**config.mk**
```make
export PLATFORM = sky130hd
export DESIGN_NAME = ds_dac_sample_ctrl
export DESIGN_NICKNAME = d
export VERILOG_FILES = /design/src/rtl/ds_dac_sample_ctrl.sv
export SDC_FILE = /design/constraint.sdc
export NUM_CORES = 1
export LEC_CHECK = 0
export ABC_CLOCK_PERIOD_IN_PS = 4550
export BUFFER_PORTS_ARGS = -buffer_cell sky130_fd_sc_hd__buf_2
export CAP_MARGIN = 20
export CORE_ASPECT_RATIO = 1.5
export CORE_MARGIN = 5
export CORE_UTILIZATION = 57
export DETAILED_ROUTE_END_ITERATION = 7
export PLACE_DENSITY_LB_ADDON = 0.2
export SLEW_MARGIN = 10
export SYNTH_ARGS = -nofsm -noshare
export SYNTH_HDL_FRONTEND = slang
export SYNTH_SLANG_ARGS = --single-unit
export TNS_END_PERCENT = 30
```
**constraint.sdc**
```tcl
create_clock -name clk -period 4.55 [get_ports clk]
set_input_delay 0.91 -clock clk [delete_from_list [all_inputs] [get_ports clk]]
set_output_delay 0.91 -clock clk [all_outputs]
set_load 0.05 [all_outputs]
```
**src/rtl/ds_dac_sample_ctrl.sv**
```systemverilog
// Sample-rate controller feeding the delta-sigma DAC: buffers PCM samples in a FIFO,
// primes to half full, then releases one sample per programmable sample period.
module ds_dac_sample_ctrl #(
    parameter int W     = 16,
    parameter int DEPTH = 8,
    parameter int DIV_W = 16
) (
    input  logic                       clk,
    input  logic                       reset,
    input  logic                       en,
    input  logic [DIV_W-1:0]           div,
    input  logic [W-1:0]               s_data,
    input  logic                       s_valid,
    output logic                       s_ready,
    output logic [W-1:0]               pcm_out,
    output logic                       sample_tick,
    output logic [$clog2(DEPTH):0]     fifo_level,
    output logic [15:0]                underflow_cnt,
    input  logic                       clr_underflow,
    output logic                       running
);

    // state | meaning
    // IDLE  | disabled; FIFO empty, output mid-scale, no pushes accepted
    // PRIME | accepting pushes until the FIFO is half full
    // RUN   | divider counting; each tick pops a sample or records an underflow
    typedef enum logic [1:0] {
        ST_IDLE  = 2'd0,
        ST_PRIME = 2'd1,
        ST_RUN   = 2'd2
    } state_t;

    localparam int AW = $clog2(DEPTH);
    localparam int LW = AW + 1;
    localparam logic [LW-1:0] FULL_LVL = LW'(DEPTH);
    localparam logic [LW-1:0] HALF_LVL = LW'(DEPTH / 2);

    state_t             state_q, state_d;
    logic [DIV_W-1:0]   cnt_q, cnt_d;
    logic [W-1:0]       pcm_q, pcm_d;
    logic               tick_q, tick_d;
    logic [AW-1:0]      wr_ptr_q, wr_ptr_d;
    logic [AW-1:0]      rd_ptr_q, rd_ptr_d;
    logic [LW-1:0]      level_q, level_d;
    logic [15:0]        uf_cnt_q, uf_cnt_d;
    logic [W-1:0]       mem_q [DEPTH];
    logic [W-1:0]       mem_d [DEPTH];

    logic ready_int;
    logic flush;
    logic push;
    logic pop;
    logic underflow;

    assign ready_int = (level_q != FULL_LVL) && (state_q != ST_IDLE);

    always_comb begin
        state_d   = state_q;
        cnt_d     = cnt_q;
        pcm_d     = pcm_q;
        tick_d    = 1'b0;
        wr_ptr_d  = wr_ptr_q;
        rd_ptr_d  = rd_ptr_q;
        level_d   = level_q;
        uf_cnt_d  = uf_cnt_q;
        mem_d     = mem_q;

        flush     = !en || (state_q == ST_IDLE);
        push      = s_valid && ready_int;
        pop       = !flush && (state_q == ST_RUN) && tick_q && (level_q != '0);
        underflow = !flush && (state_q == ST_RUN) && tick_q && (level_q == '0);

        if (push) begin
            mem_d[wr_ptr_q] = s_data;
            wr_ptr_d        = wr_ptr_q + AW'(1);
        end
        if (pop) begin
            pcm_d    = mem_q[rd_ptr_q];
            rd_ptr_d = rd_ptr_q + AW'(1);
        end
        case ({push, pop})
            2'b10:   level_d = level_q + LW'(1);
            2'b01:   level_d = level_q - LW'(1);
            default: level_d = level_q;
        endcase

        // Leaving for IDLE (or sitting in it) discards the buffer and forces mid-scale.
        if (flush) begin
            state_d  = en ? ST_PRIME : ST_IDLE;
            cnt_d    = '0;
            pcm_d    = '0;
            wr_ptr_d = '0;
            rd_ptr_d = '0;
            level_d  = '0;
        end else begin
            case (state_q)
                ST_PRIME: begin
                    cnt_d = '0;
                    if (level_q >= HALF_LVL) state_d = ST_RUN;
                end
                ST_RUN: begin
                    if (cnt_q >= div) begin
                        tick_d = 1'b1;
                        cnt_d  = '0;
                    end else begin
                        cnt_d = cnt_q + DIV_W'(1);
                    end
                end
                default: state_d = ST_IDLE;
            endcase
        end

        if (clr_underflow) begin
            uf_cnt_d = '0;
        end else if (underflow && (uf_cnt_q != 16'hFFFF)) begin
            uf_cnt_d = uf_cnt_q + 16'd1;
        end
    end

    always_ff @(posedge clk) begin
        mem_q <= mem_d;
        if (reset) begin
            state_q  <= ST_IDLE;
            cnt_q    <= '0;
            pcm_q    <= '0;
            tick_q   <= 1'b0;
            wr_ptr_q <= '0;
            rd_ptr_q <= '0;
            level_q  <= '0;
            uf_cnt_q <= '0;
        end else begin
            state_q  <= state_d;
            cnt_q    <= cnt_d;
            pcm_q    <= pcm_d;
            tick_q   <= tick_d;
            wr_ptr_q <= wr_ptr_d;
            rd_ptr_q <= rd_ptr_d;
            level_q  <= level_d;
            uf_cnt_q <= uf_cnt_d;
        end
    end

    assign s_ready       = ready_int;
    assign pcm_out       = pcm_q;
    assign sample_tick   = tick_q;
    assign fifo_level    = level_q;
    assign underflow_cnt = uf_cnt_q;
    assign running       = (state_q == ST_RUN);

endmodule

```
==> metrics, run 1 <==
nets 715; # Post-CTS Setup Buffers 0; detailed-route vias per instance 5.76; CTS tree done; # diodes 0; placed cell count 798; Synthesized Nets 634; top_reg_cell synth edfxtp_1; maximum clock frequency 0.353 GHz; Die Height 155 um; status completed; CP Capture Type register; Tmin final 2840 ps; Avg Cell Area, Syn 14.0 um2; ANT nets after route 0; warnings from Yosys 0; Hold Buf Count CTS 0; vias ~4800; clock buffer depth 2; row count 53; Yosys cell types 48; leak pwr ~3.2 nW; final wirelength roughly 15000 um; core box area 0.0139 mm2; Worst EP required between 4000 and 5000 ps; max-cap viol count 0; Clock Latency Late Sink 420 ps; PortBufs between 70 and 80; DRT iter0 DRCs 294; sum of negative setup slack 0 ps; PostCTS Resize Cnt 0; worst r2r path cells 12; drt drc 0; Sink Count 189; flops & latches, synth between 150 and 200; RePlAce Congestion 0.776; Area Overhead vs Synth 14.9%; first-pass iteration count of the detailed router 4; Tcrit/Tclk final about 62%; Final Non-Filler Cells 830; Crit Path Class reg2reg; final setup margin 1710 ps; cell count after synthesis 571; initial antenna violation count 0; Post-synth EDFFs 128; share of cells above drive strength 1 24.4%; power density cells 370 mW/mm2; detailed-placement wirelength estimate about 10000 um; total CTS buffers 17; Worst Path Max Fanout 37; flop-to-flop setup slack around 1700 ps; Critical R2R Launch state_q[0]; first-pass GRT wire length 25200 um; worst hold path type reg2reg; die area 0.0165 mm2; RSZ-0062 raised after global routing no; Boundary Pins 76; Peak supply drop 0.000328 V; final hold viol count 0; FF-to-FF End fifo_level[2]; Starting Density between 50% and 60%; Max Transition Viols Final 0; critical path launch point type register; transition time of the tightest slew-check pin 1090 ps; worst path arrival time 3190 ps; Async SR Flop Fraction 0%; Place WS 1410 ps; hold path depth 2; vias in the first global route 5045; post-synthesis sequential area ratio 63.6%; worst hold endpoint pcm_out[7]; Max-slew headroom 27.0%; H-tree depth 4; Worst-path clk slew 80 ps; Final setup violation count 0; clk_skew 14.2 ps; leading post-synthesis cells by cell area edfxtp_1 48%, dfxtp_1 15%, mux4_2 9.0%; cell taking the most area after synthesis edfxtp_1; top-area cell type share of the netlist area about half; largest net degree at the start of global routing 38; Die W 107 um; gr usage total roughly 20%; worst min-delay path startpoint pcm_out[7]; Clock Root Buffer clkbuf_16; synthesized area 0.00797 mm2; GRT overflow 0; crit path from state_q[0]; per-cell routed wire length 18.5 um
-- flip-flops by register name, summed over array words and instances, names as in the netlist --
register	count
underflow_cnt	16
cnt_q	16
rd_ptr_q	3
wr_ptr_q	3
pcm_out	16
fifo_level	4
sample_tick	1
state_q	2
mem_q	128
-- critical path, stage by stage (launching register included) --
cell	delay, ps
dfxtp_1	350
inv_1	70
ha_1	270
nand4b_1	240
nor2_2	110
buf_4	380
ha_1	350
xor2_1	170
ha_1	160
a21oi_1	50
xor2_1	170
or3_1	310
a21oi_1	130
-- how the worst max path moves through the flow --
stage	endpoint	slack, ps	cells after the start
CTS	fifo_level[2]	1700	12
detailed placement	cnt_q[13]	1410	9
floorplan	mem_q[112]	990	6
global placement	cnt_q[14]	1490	9
global route	fifo_level[2]	1480	12
finish	fifo_level[2]	1710	12
-- cell usage in the layout, fill, tap and decap left out, types with 3 or more instances in the layout --
master     count
edfxtp_1     128
buf_2         75
dfxtp_1       59
nor2_1        53
mux4_2        32
nand2_1       30
inv_1         28
ha_1          26
a21oi_1       21
mux2i_1       19
o21ai_0       17
clkbuf_16     17
a211oi_1      16
xor2_1        12
nand3_1       10
nand4_1        9
xnor2_1        9
buf_4          9
or3_1          7
a21o_1         7
nor2_2         6
nor3_1         5
nor3b_1        5
and3_1         5
nor4_1         5
inv_6          5
nor2b_1        4
nand2b_1       4
o21a_1         3
nor4bb_1       3
inv_8          3
-- report_power, final --
part / switching [mW] / total (mW) / internal [mW]
Sequential: 0.00226 / 1.84 / 1.84
Combinational: 0.0423 / 0.0692 / 0.0270
Clock: 0.653 / 1.48 / 0.831
Total: 0.697 / 3.39 / 2.69
-- final cells by class --
class                      instances  area, um2
fill                             994       4700
tap                              165        206
clock inverter                    15        176
sequential                       189       5070
multi-input combinational        332       2740
clock buffer                      17        425
timing repair buffer              84        443
inverter                          28        105
-- synth_stat cells (2+ instances only) --
| master | number |
|---|---|
| a211oi_1 | 16 |
| buf_2 | 6 |
| mux4_2 | 32 |
| buf_1 | 2 |
| nand2_1 | 30 |
| ha_1 | 26 |
| nor4_1 | 5 |
| nand2b_1 | 4 |
| inv_1 | 28 |
| a31oi_1 | 2 |
| or3_1 | 7 |
| and3_1 | 5 |
| clkbuf_1 | 11 |
| nor4_2 | 2 |
| nor3b_1 | 5 |
| nor4b_1 | 2 |
| nand3_1 | 10 |
| or2_2 | 2 |
| dfxtp_1 | 61 |
| nor3_1 | 7 |
| a21oi_1 | 21 |
| clkbuf_2 | 2 |
| o21a_1 | 3 |
| mux2i_1 | 19 |
| o21ai_0 | 17 |
| nand4_1 | 9 |
| xnor2_1 | 9 |
| nor4bb_1 | 3 |
| a21o_1 | 7 |
| nor2_1 | 59 |
| edfxtp_1 | 128 |
| nor2b_1 | 4 |
| xor2_1 | 12 |
-- kinds of logic (layout without fill, tap and decap cells) --
logic type	after synthesis	in the layout	share of synthesized area, %
DFF	189	189	63.6
and+or+nand+nor	158	158	9.84
AOI/OAI and AO/OA	76	76	6.20
muxes	51	51	11.4
buffers and inverters	50	144	2.58
adders and majority gates	26	26	4.08
xor gates and xnor gates	21	21	2.31
-- routing by layer --
metal	global-route usage, %	part of all wire, %
met5	0	0
met4	7.56	1.9
met3	3.22	3.4
met2	36.5	54
met1	22.9	40
-- per-stage QoR --
stage | power [mW] | cell area, um2 | hold slack, ps | util, %
after global placement | 1.94 | 8560 | 473 | 61.7
after global routing | 3.51 | 9160 | 523 | 66.1
after detailed placement | 1.95 | 8560 | 493 | 61.7
after floorplan | 1.91 | 7970 | 462 | -
after CTS | 3.42 | 9160 | 508 | 66.1
final | 3.39 | 9160 | 500 | 66.1
Note: power is estimated with default switching activity, not from simulation.
==> inputs of run 2 (changes only) <==
--- a/config.mk
+++ b/config.mk
@@ -5,12 +5,12 @@
 export SDC_FILE = /design/constraint.sdc
 export NUM_CORES = 1
 export LEC_CHECK = 0
-export ABC_CLOCK_PERIOD_IN_PS = 4550
+export ABC_CLOCK_PERIOD_IN_PS = 2600
 export BUFFER_PORTS_ARGS = -buffer_cell sky130_fd_sc_hd__buf_2
 export CAP_MARGIN = 20
 export CORE_ASPECT_RATIO = 1.5
 export CORE_MARGIN = 5
-export CORE_UTILIZATION = 57
+export CORE_UTILIZATION = 53
 export DETAILED_ROUTE_END_ITERATION = 7
 export PLACE_DENSITY_LB_ADDON = 0.2
 export SLEW_MARGIN = 10
==> constraint.sdc (replaced) <==
create_clock -name clk -period 2.6 [get_ports clk]
set_input_delay 0.52 -clock clk [delete_from_list [all_inputs] [get_ports clk]]
set_output_delay 0.52 -clock clk [all_outputs]
set_load 0.05 [all_outputs]
==> run 2 against run 1 <==
Effect of this change:
- via count rose by 1.6%
- clock skew fell by 5.4 ps
- worst hold slack got worse by 210 ps
- sequential share of layout area fell by 0.60 points
==> metrics, run 2 (synthesized netlist as in run 1, its figures left out) <==
status completed (unchanged); DRT iter0 DRCs 279 (was 294); CTS tree done (unchanged); initial antenna violation count 0 (unchanged); die area 0.0176 mm2 (was 0.0165 mm2); power density cells 635 mW/mm2 (was 370 mW/mm2); GRT overflow 0 (unchanged); Peak supply drop 0.000406 V (was 0.000328 V); RePlAce Congestion 0.827 (was 0.776); Die Height 160 um (was 155 um); Clock Root Buffer clkbuf_16 (unchanged); leak pwr 3.27 nW (was 3.22 nW); final hold viol count 0 (unchanged); gr usage total 18.6% (was 19.8%); RSZ-0062 raised after global routing no (unchanged); sum of negative setup slack 0 ps (unchanged); final wirelength 15400 um (was 15300 um); Final Cell Area 0.00928 mm2 (was 0.00916 mm2); vias in the first global route 4932 (was 5045); ANT nets after route 0 (unchanged); per-cell routed wire length 17.7 um (was 18.5 um); Clock Latency Late Sink 420 ps (about the same); detailed-placement wirelength estimate 10200 um (was 10000 um); Biggest register mem_q (unchanged); max FFs per register 128 (unchanged); Max Transition Viols Final 0 (unchanged); Sink Count 189 (unchanged); Max-slew headroom 60.1% (was 27.0%); Die W 110 um (was 107 um); clk_skew 8.85 ps (was 14.2 ps); H-tree depth 4 (unchanged); clock buffer depth 2 (unchanged); most common library cell in the layout ignoring fill and taps edfxtp_1 (unchanged); Fillers 1141 (was 994); Final setup violation count 0 (unchanged); max-cap viol count 0 (unchanged); row count 55 (was 53); Area Overhead vs Synth 16.5% (was 14.9%); Placed Instance Area 0.00867 mm2 (was 0.00856 mm2); Tcrit/Tclk final 92.4% (was 62.3%); nets 721 (was 715); worst hold path type in2reg (was reg2reg); Pwr Total 5.90 mW (was 3.39 mW); # Post-CTS Setup Buffers 0 (unchanged); vias 4852 (was 4777); largest net degree at the start of global routing 36 (was 38); CP Capture Type register (unchanged); PortBufs 75 (unchanged); Place WS 149 ps (was 1410 ps); register area 0.00508 mm2 (was 0.00507 mm2); Worst EP required 2960 ps (was 4910 ps); Crit Path Class reg2reg (unchanged); drt drc 0 (unchanged); detailed-route vias per instance 5.58 (was 5.76); area occupied by multi-input gates 0.00276 mm2 (was 0.00274 mm2); final setup margin 197 ps (was 1710 ps); share of cells above drive strength 1 25.9% (was 24.4%); # diodes 0 (unchanged); core box area 0.0149 mm2 (was 0.0139 mm2); maximum clock frequency 0.416 GHz (was 0.353 GHz); Worst Path Max Fanout 5 (was 37); Worst-path clk slew 80 ps (about the same); worst path arrival time 2760 ps (was 3190 ps); total CTS buffers 17 (unchanged); critical path launch point type register (unchanged); Tmin final 2400 ps (was 2840 ps); first-pass iteration count of the detailed router 4 (unchanged); Starting Density 53.4% (was 57.5%); Boundary Pins 76 (unchanged); transition time of the tightest slew-check pin 596 ps (was 1090 ps); flop-to-flop setup slack 200 ps (was 1710 ps); first-pass GRT wire length 24900 um (was 25200 um); most frequent cells in the layout 128 x edfxtp_1, 75 x buf_2, 57 x nor2_1 (was 128 x edfxtp_1, 75 x buf_2, 59 x dfxtp_1)
==> run 2: critical path: stages (launching register included) <==
cell,delay (ps)
dfxtp_1,400
inv_1,90
ha_1,240
nand4b_1,270
nor2_4,190
ha_4,180
xor2_1,160
ha_1,190
a21oi_2,40
xor2_1,150
or3_1,310
a21oi_1,130
==> run 2: area by class of cell <==
| cell class | instances | area share [%] |
|---|---|---|
| sequential | 189 | 54.7 |
| multi-input combinational | 332 | 29.8 |
| tap | 199 | 2.68 |
| inverter | 28 | 1.13 |
| clock buffer | 17 | 4.58 |
| timing repair buffer | 90 | 5.26 |
| clock inverter | 15 | 1.86 |
==> run 2: per-layer routing <==
metal	vias to the layer above	wire, um	global-route usage [%]
li1	2327	-	-
met2	93	8400	33.0
met5	-	0	0
met1	2417	6100	22.0
met3	15	707	4.69
met4	0	160	5.15
==> run 2: final timing paths <==
path | startpoint | endpoint | cells after the start
min reg2reg | pcm_out[8] | pcm_out[8] | 2
max reg2reg | state_q[1] | fifo_level[2] | 11
min | reset | state_q[0] | 2
max | state_q[1] | fifo_level[2] | 11
==> run 2: power by group <==
group	total (mW)	leakage (nW)	switching (mW)	internal [mW]
registers	3.21	1.65	0.00394	3.21
logic	0.122	1.33	0.0742	0.0481
clock network	2.56	0.294	1.19	1.38
==> run 2: stage by stage <==
step                      util (%)  hold slack, ps  cells
after detailed placement      58.1             489    838
final                         62.2             289    870
after global routing          62.2             279    870
after CTS                     62.1             277    870
after global placement        58.1             473    838
after floorplan                  -             462    571
==> run 2: timing repair <==
item                                    in CTS  in global routing
endpoints found under the setup margin       0                  2
hold buffers                                 0                  0
resized for setup                            0                  3
